[config.mk]
export PLATFORM = sky130hd
export DESIGN_NAME = byte_pair_packer_flat
export DESIGN_NICKNAME = d
export VERILOG_FILES = /design/src/rtl/byte_pair_packer_if.sv /design/src/rtl/byte_pair_packer.sv /design/src/flat_wrapper.sv
export SDC_FILE = /design/constraint.sdc
export NUM_CORES = 1
export LEC_CHECK = 0
export ABC_AREA = 1
export CORE_MARGIN = 2
export CORE_UTILIZATION = 35
export DETAILED_ROUTE_END_ITERATION = 10
export PLACE_DENSITY = 0.6
export SLEW_MARGIN = 10
export SYNTH_ARGS = -nofsm -noshare
export SYNTH_HDL_FRONTEND = slang
export SYNTH_SLANG_ARGS = --single-unit
[constraint.sdc]
create_clock -name clk -period 2.1 [get_ports clk]
set_input_delay 0.42 -clock clk [delete_from_list [all_inputs] [get_ports clk]]
set_output_delay 0.42 -clock clk [all_outputs]
set_load 0.01 [all_outputs]
[src/rtl/byte_pair_packer_if.sv]
// Handshake bundle between the byte-stream source, the packer and the 16-bit consumer.
// The slave modport is the packer's view; the master modport is the environment's view.
interface byte_pair_packer_if;
  logic [7:0]  in_data;
  logic        in_valid;
  logic        in_ready;
  logic        flush;
  logic [15:0] out_data;
  logic        out_valid;
  logic        out_ready;
  logic        out_partial;
  logic [15:0] word_count;

  modport slave (
    input  in_data, in_valid, flush, out_ready,
    output in_ready, out_data, out_valid, out_partial, word_count
  );

  modport master (
    output in_data, in_valid, flush, out_ready,
    input  in_ready, out_data, out_valid, out_partial, word_count
  );
endinterface

[src/rtl/byte_pair_packer.sv]
// Packs an 8-bit byte stream into 16-bit words (first byte high), with flush padding
// of an odd trailing byte and a wrapping count of completed output handshakes.
module byte_pair_packer #(
  parameter logic [7:0] PAD_BYTE = 8'h00
) (
  input logic              clk,
  input logic              rst_n,
  byte_pair_packer_if.slave bus
);

  typedef enum logic [1:0] {
    IDLE = 2'd0,
    HALF = 2'd1,
    FULL = 2'd2
  } state_t;

  state_t      r_state;
  logic [7:0]  r_hi;
  logic [15:0] r_out_data;
  logic        r_out_valid;
  logic        r_out_partial;
  logic [15:0] r_word_count;

  state_t      w_state_nxt;
  logic [7:0]  w_hi_nxt;
  logic [15:0] w_out_data_nxt;
  logic        w_out_valid_nxt;
  logic        w_out_partial_nxt;
  logic [15:0] w_word_count_nxt;
  logic        w_in_ready;
  logic        w_in_fire;
  logic        w_out_fire;

  // Only combinational path: a word leaving this cycle frees room for a byte.
  assign w_in_ready = (r_state != FULL) || bus.out_ready;
  assign w_in_fire  = bus.in_valid && w_in_ready;
  assign w_out_fire = r_out_valid && bus.out_ready;

  // Next-state and datapath decode.
  always_comb begin
    w_state_nxt       = r_state;
    w_hi_nxt          = r_hi;
    w_out_data_nxt    = r_out_data;
    w_out_valid_nxt   = r_out_valid;
    w_out_partial_nxt = r_out_partial;
    w_word_count_nxt  = r_word_count + {15'd0, w_out_fire};
    case (r_state)
      IDLE: begin
        if (w_in_fire) begin
          w_hi_nxt    = bus.in_data;
          w_state_nxt = HALF;
        end else begin
          w_state_nxt = IDLE;
        end
      end
      HALF: begin
        // A real byte wins over a simultaneous flush.
        if (w_in_fire) begin
          w_out_data_nxt    = {r_hi, bus.in_data};
          w_out_partial_nxt = 1'b0;
          w_out_valid_nxt   = 1'b1;
          w_state_nxt       = FULL;
        end else if (bus.flush) begin
          w_out_data_nxt    = {r_hi, PAD_BYTE};
          w_out_partial_nxt = 1'b1;
          w_out_valid_nxt   = 1'b1;
          w_state_nxt       = FULL;
        end else begin
          w_state_nxt = HALF;
        end
      end
      FULL: begin
        if (w_out_fire) begin
          w_out_valid_nxt = 1'b0;
          if (w_in_fire) begin
            w_hi_nxt    = bus.in_data;
            w_state_nxt = HALF;
          end else begin
            w_state_nxt = IDLE;
          end
        end else begin
          w_state_nxt = FULL;
        end
      end
      default: begin
        w_state_nxt     = IDLE;
        w_out_valid_nxt = 1'b0;
      end
    endcase
  end

  // State and output registers.
  always_ff @(posedge clk or negedge rst_n) begin
    if (!rst_n) begin
      r_state       <= IDLE;
      r_hi          <= 8'h00;
      r_out_data    <= 16'h0000;
      r_out_valid   <= 1'b0;
      r_out_partial <= 1'b0;
      r_word_count  <= 16'h0000;
    end else begin
      r_state       <= w_state_nxt;
      r_hi          <= w_hi_nxt;
      r_out_data    <= w_out_data_nxt;
      r_out_valid   <= w_out_valid_nxt;
      r_out_partial <= w_out_partial_nxt;
      r_word_count  <= w_word_count_nxt;
    end
  end

  assign bus.in_ready    = w_in_ready;
  assign bus.out_data    = r_out_data;
  assign bus.out_valid   = r_out_valid;
  assign bus.out_partial = r_out_partial;
  assign bus.word_count  = r_word_count;

endmodule

[src/flat_wrapper.sv]
// flat-port wrapper written by rule: the top's interface ports become plain ports
module byte_pair_packer_flat 
#(
  parameter logic [7:0] PAD_BYTE = 8'h00
)
  (clk, rst_n, bus_in_data, bus_in_valid, bus_flush, bus_out_ready, bus_in_ready, bus_out_data, bus_out_valid, bus_out_partial, bus_word_count);
  byte_pair_packer_if bus_i ();
  input logic clk;
  input logic rst_n;
  input wire logic [$bits(bus_i.in_data)-1:0] bus_in_data;
  input wire logic [$bits(bus_i.in_valid)-1:0] bus_in_valid;
  input wire logic [$bits(bus_i.flush)-1:0] bus_flush;
  input wire logic [$bits(bus_i.out_ready)-1:0] bus_out_ready;
  output wire logic [$bits(bus_i.in_ready)-1:0] bus_in_ready;
  output wire logic [$bits(bus_i.out_data)-1:0] bus_out_data;
  output wire logic [$bits(bus_i.out_valid)-1:0] bus_out_valid;
  output wire logic [$bits(bus_i.out_partial)-1:0] bus_out_partial;
  output wire logic [$bits(bus_i.word_count)-1:0] bus_word_count;
  assign bus_i.in_data = bus_in_data;
  assign bus_i.in_valid = bus_in_valid;
  assign bus_i.flush = bus_flush;
  assign bus_i.out_ready = bus_out_ready;
  assign bus_in_ready = bus_i.in_ready;
  assign bus_out_data = bus_i.out_data;
  assign bus_out_valid = bus_i.out_valid;
  assign bus_out_partial = bus_i.out_partial;
  assign bus_word_count = bus_i.word_count;
  byte_pair_packer #(.PAD_BYTE(PAD_BYTE)) u_core (.clk(clk), .rst_n(rst_n), .bus(bus_i));
endmodule
==> run metrics <==
period utilisation layout 95.46%; H-tree Lvls 2; Critical R2R Capture u_core.bus.word_count[10]$_DFF_PN0_; Peak supply drop 0.6275 mV; final net count 291; total global routing overflow 0; crit-path max cell delay 0.55 ns; Post-synth EDFFs 0; clk_skew 0.005388 ns; WS Path Type in2out; Leak Pwr 0.001244 uW; Syn Area/Cell 8.804 sq um; Cell Area, Synth 1937 sq um; Cell Chain, Critical Path clkdlybuf4s50_1 > inv_1 > nand3_2 > clkdlybuf4s50_1; register area share after synthesis 56.85%; Synth area leader dfrtp_1; most used cell, CP clkdlybuf4s50_1; routed wire length 3966 microns; Clk Latency, worst-skew pair 0.29 ns; worst hold slack 0.1700 ns; Top delay family on crit path buffers and inverters; root buffer cell clkbuf_8; status complete, no violations; postcts setup bufs 0; Power Density 1188 nW/um^2; Mapped Cells 220; post-synth top area share 56.85%; CP endpoint kind output port; Final Hold Fails 0; Die Span X 78.39 microns; overall routing resource usage 14.57%; R2R Setup Slk 0.54 ns; Reg area 1101 sq um; drt via density 4.544; Crit-path slowest cell clkdlybuf4s50_1; worst setup margin 0.09524 ns; core footprint 5439 sq um; Wirelength per Cell 11.36 microns; Ports 48; final setup TNS 0 ns; Max Freq 0.4988 GHz; row count 27; Fillers 552; synthesis-to-layout area growth 33.46%; min cycle time layout 2.005 ns; number of port buffers 47; required time of the critical path 1.68 ns; Longest Clk Path Bufs 2; WP data arrival 1.58 ns; Yosys cell types 21; largest net degree at the start of global routing 33; Ys Warns 0; ant diodes 0; Synth Flop Type dfrtp_1; layout cells sized above 1 9.386%; Worst Tran Pin Value 0.7049 ns; top-count cell post-synth nand2_1; cts repair resizes 0; Cells after DPL 341; Layout Cells excl Fill 349; dpl ws 0.007183 ns; Syn Nets 235; synthesized flop and latch total 44; Placer Congestion 0.8482; Setup violations, final 0; first-pass GRT wire length 7079 microns; Synth area leaders dfrtp_1 (57%), nand2_1 (17%), nand3_1 (4.1%); Max FO, Critical Path 2; die area 6145 sq um; DRC 0; Async SR Flop Fraction 100.0%; antenna violations before repair 0; number of global-route vias before repair 1618; die height 78.39 microns; final antenna-violating net count 0; Initial Util 35.61%; max-cap violation count 0; initial DRC count 50; Worst Reg2Reg Path Length in Cells 8; nature of the critical path startpoint primary input; Synth top cells by count nand2_1 (90), dfrtp_1 (44), nand3_1 (16), nor2_1 (14), inv_1 (13); DR vias 1586; RSZ-0062 raised after global routing no; footprint of the multi-input gates 732.0 sq um; class of the worst hold path in2async; dpl hpwl 3024 microns; Worst R2R Start u_core.bus.out_valid$_DFFE_PN0P_; # hold bufs at CTS 0; WP buf/inv 3; dpl cell area 2492 sq um; Num CTS Buffers 5; cell area after layout 2585 sq um; CTS Sinks 44; max-slew violations 0; clk slew on worst S/H paths 0.08 ns; CTS tree yes; DRT Pass-1 Iters 4; slew margin rel. 53.00%
metal layers:
metal	vias up	GRT usage [%]	wire length, microns
met4	0	4.737	48
met5	-	0	0
met2	46	24.31	1945
met1	728	17.67	1718
li1	807	-	-
met3	5	5.057	253
kinds of logic (layout without fill, tap and decap cells):
family	count (synthesis)	count (layout)	synth area share [%]
AOI/OAI and AO/OA	14	14	4.264
xor gates and xnor gates	8	8	3.618
DFF	44	44	56.85
adders and majority gates	2	2	1.292
buffers and inverters	20	77	5.362
and+or+nand+nor	132	132	28.62
cells in the final DEF, fill, tap and decap left out, drive strengths merged:
master and count:
clkdlybuf4s50 46, nand2 93, buf 6, nand4 5, clkinv 2, xnor2 3
nand3 17, ha 2, nor2 17, xor2 5, o21ai 13, clkbuf 6
inv 17, dfrtp 44, o22ai 1
through the flow:
stage,power (uW),utilization (%)
after floorplan,1965,-
after global placement,2564,45.82
after detailed placement,2580,45.82
after CTS,3131,47.53
after global routing,3332,47.53
final,3072,47.53
flip-flops by register name (all words and copies together) (netlist names):
register,flops
u_core.bus.out_data,16
u_core.bus.out_partial,1
u_core.bus.out_valid,1
u_core.bus.word_count,16
u_core.r_hi,8
u_core.r_state,2
power by group:
group | internal [uW] | leakage [uW] | switching (uW)
Clock | 262 | 0.0000510 | 274
Combinational | 591 | 0.000627 | 588
Sequential | 1150 | 0.000566 | 202
area by class of cell:
class,count,area share (%)
clock buffers,6,3.195
flip-flops and latches,44,42.59
repair buffers,52,19.46
multi-input cells,156,28.32
well taps,72,3.485
clock inverters,2,0.3872
inverters,17,2.565
worst max path at each step:
stage / slack [ns] / depth (start not counted) / endpoint / start
2_1_floorplan: 0.60 / 8 / u_core.bus.word_count[10]$_DFF_PN0_ / u_core.bus.out_valid$_DFFE_PN0P_
3_3_place_gp: 0.08 / 10 / u_core.bus.word_count[15]$_DFF_PN0_ / bus_out_ready
3_5_place_dp: 0.007 / 9 / u_core.bus.word_count[10]$_DFF_PN0_ / bus_out_ready
4_1_cts: 0.09 / 4 / bus_in_ready / bus_out_ready
5_1_grt: 0.05 / 4 / bus_in_ready / bus_out_ready
6_report: 0.1 / 4 / bus_in_ready / bus_out_ready
(Power assumes the default switching activity.)
==> RTL change: new RTL, config.mk and constraints unchanged <==
Take the reset off `r_hi` and `r_out_data` and load them in a clocked block of their own.
--- a/src/rtl/byte_pair_packer.sv
+++ b/src/rtl/byte_pair_packer.sv
@@ -93,19 +93,20 @@
   always_ff @(posedge clk or negedge rst_n) begin
     if (!rst_n) begin
       r_state       <= IDLE;
-      r_hi          <= 8'h00;
-      r_out_data    <= 16'h0000;
       r_out_valid   <= 1'b0;
       r_out_partial <= 1'b0;
       r_word_count  <= 16'h0000;
     end else begin
       r_state       <= w_state_nxt;
-      r_hi          <= w_hi_nxt;
-      r_out_data    <= w_out_data_nxt;
       r_out_valid   <= w_out_valid_nxt;
       r_out_partial <= w_out_partial_nxt;
       r_word_count  <= w_word_count_nxt;
     end
+  end
+
+  always_ff @(posedge clk) begin
+    r_hi       <= w_hi_nxt;
+    r_out_data <= w_out_data_nxt;
   end
 
   assign bus.in_ready    = w_in_ready;
Function: differs if rst_n is asserted again (counterexample within 4 cycles, from zero or initial values and one cycle with rst_n low); with rst_n held inactive, the same outputs for 10 cycles.
==> RTL change against the original RTL <==
- area after synthesis down 7.2%
- design area decreased by 2.1%
- sequential share of layout area up 5.7 points
- synthesized cell count is 26% lower
- wire length down 18%
- worst setup slack improved by 0.041 ns
- clock skew decreased by 0.0036 ns
- total power down 12%
- sequential cell count unchanged
- critical endpoint unchanged
==> RTL change: results (changes against the original RTL) <==
- Hold Path Class: reg2reg
- DRT Pass-1 Iters: 3 (-1)
- Clock Skews: 0.00177 ns (-0.00362 ns)
- Worst skew pair latency: 0.29 ns (about the same)
- Post-route insts no fill: 292 (-16%)
- VDD IR max: 0.567 mV (-9.7%)
- Cells after Synth: 163 (-26%)
- Vias/cell: 4.23 (-7.0%)
- Fraction of layout cells with a size suffix above 1: 9.46% (+0.073 points)
- Netlist cell types: 17 (-19%)
- Synth Area in Adders: 1.39% (+0.10 points)
- Largest net degree at the start of global routing: 21 (-36%)
- # nets final: 236 (-19%)
- Total GRT Usage: 12.3% (-2.2 points)
- Mux contribution to synthesized area: 0% (unchanged)
- Num CTS Buffers: 5 (unchanged)
- Root buffer cell: clkbuf_8
- Post-DR wirelength/cell: 11.2 um (-1.9%)
- Leakage power: 0.00106 uW (-14%)
- Synth top area cells: edfxtp_1, dfrtp_1, nand2_1
- Status: finished, final reports clean
- Met3 usage: 4.37% (-0.69 points)
- Top cells by count, synth: nand2_1, edfxtp_1, inv_1
- Post-synthesis xor/xnor area fraction: 3.90% (+0.28 points)
- Max-slew headroom: 81.1% (+28 points)
- Final GP Congestion: 0.798 (-6.0%)
- CP peak stage delay: 0.53 ns (-0.02 ns)
- Clk buf depth: 2 (unchanged)
- Number of global-route vias before repair: 1124 (-31%)
- GR Util met1: 16.1% (-1.6 points)
- M2 GR Usage: 18.9% (-5.4 points)
- Hpwl dp: 2420 um (-20%)
- Slowest CP cell: clkdlybuf4s50_1
- Post-CTS Setup Inserts: 0 (unchanged)
- IO buf count: 47 (unchanged)
- Post-synthesis compound-gate area fraction: 1.11% (-3.2 points)
- Data arrival, critical path: 1.54 ns (-0.04 ns)
- Dpl cells: 284 (-17%)
- Seq/Total Area, Yosys: 67.9% (+11 points)
- Post-synth EDFFs: 24 (+24)
- Initial antenna violation count: 0 (unchanged)
- Syn_nets: 178 (-24%)
- 1st-iter DRT viols: 55 (+10%)
- Reg clk slew, reported paths: 0.08 ns (about the same)
- First-pass GRT wire length: 5110 um (-28%)
- Ys async rst share: 45.5% (-55 points)
[RTL change: cell types whose count changed after synthesis, moves of 2 or more]
cell,unedited run,this run
inv_1,13,24
nand2_1,90,36
nand3_1,16,9
buf_6,2,0
o21ai_0,11,3
inv_2,3,0
dfrtp_1,44,20
edfxtp_1,0,24
nor2_1,14,21
[RTL change: area by class of cell]
type                            instances  area, um2
Sequential cell                        44       1220
Tap cell                               70       87.6
Clock buffer                            6       72.6
Fill cell                             454       2510
Clock inverter                          2       60.1
Inverter                               24       90.1
Multi-Input combinational cell         94        479
Timing Repair Buffer                   52        520
[RTL change: metal layers]
layer  vias to the layer above  routed length, um
met5                         -                  0
met2                        25               1630
met1                       568               1450
li1                        637                  -
met3                         4                125
met4                         0                 48
[RTL change: cells by family after synthesis]
| family | Yosys count |
|---|---|
| compound gates | 4 |
| xor+xnor | 8 |
| fa+ha+maj | 2 |
| buf+inv | 25 |
| flops | 44 |
| simple gates | 80 |
[RTL change: power breakdown]
part           total [uW]  internal [uW]  switching [uW]
Combinational         707            363             343
Clock                 751            475             276
Sequential           1260           1140             111
[RTL change: path summary, 6_finish.rpt]
check | cells past startpoint | slack [ns] | endpoint
max in group asynchronous | 2 | 1.44 | u_core.bus.word_count[13]$_DFF_PN0_
setup / recovery | 4 | 0.14 | bus_in_ready
setup reg to reg | 9 | 0.61 | u_core.bus.word_count[14]$_DFF_PN0_
hold / removal | 0 | 0.42 | u_core.bus.out_data[8]$_DFFE_PP_
hold reg to reg | 0 | 0.42 | u_core.bus.out_data[8]$_DFFE_PP_
min in group asynchronous | 2 | 0.46 | u_core.bus.word_count[1]$_DFF_PN0_
[RTL change: metrics by stage]
| step | util [%] | hold slack, ns | setup slack (ns) | cell area (um2) |
|---|---|---|---|---|
| finish | 50.2 | 0.422 | 0.137 | 2530 |
| global placement | 47.6 | 0.403 | 0.115 | 2400 |
| global route | 50.2 | 0.430 | 0.0636 | 2530 |
| CTS | 50.2 | 0.424 | 0.129 | 2530 |
| floorplan | - | 0.124 | 0.545 | 1800 |
| detailed placement | 47.6 | 0.405 | 0.0754 | 2400 |
[RTL change: worst reg2reg max path: stages (launching register included)]
cell and delay, ns:
dfrtp_1 0.38, nand2_1 0.09, inv_1 0.08, ha_1 0.16, ha_1 0.19, nand2_2 0.08, nor2_1 0.20, nand3_1 0.10
nand2_1 0.07, nand2_1 0.04
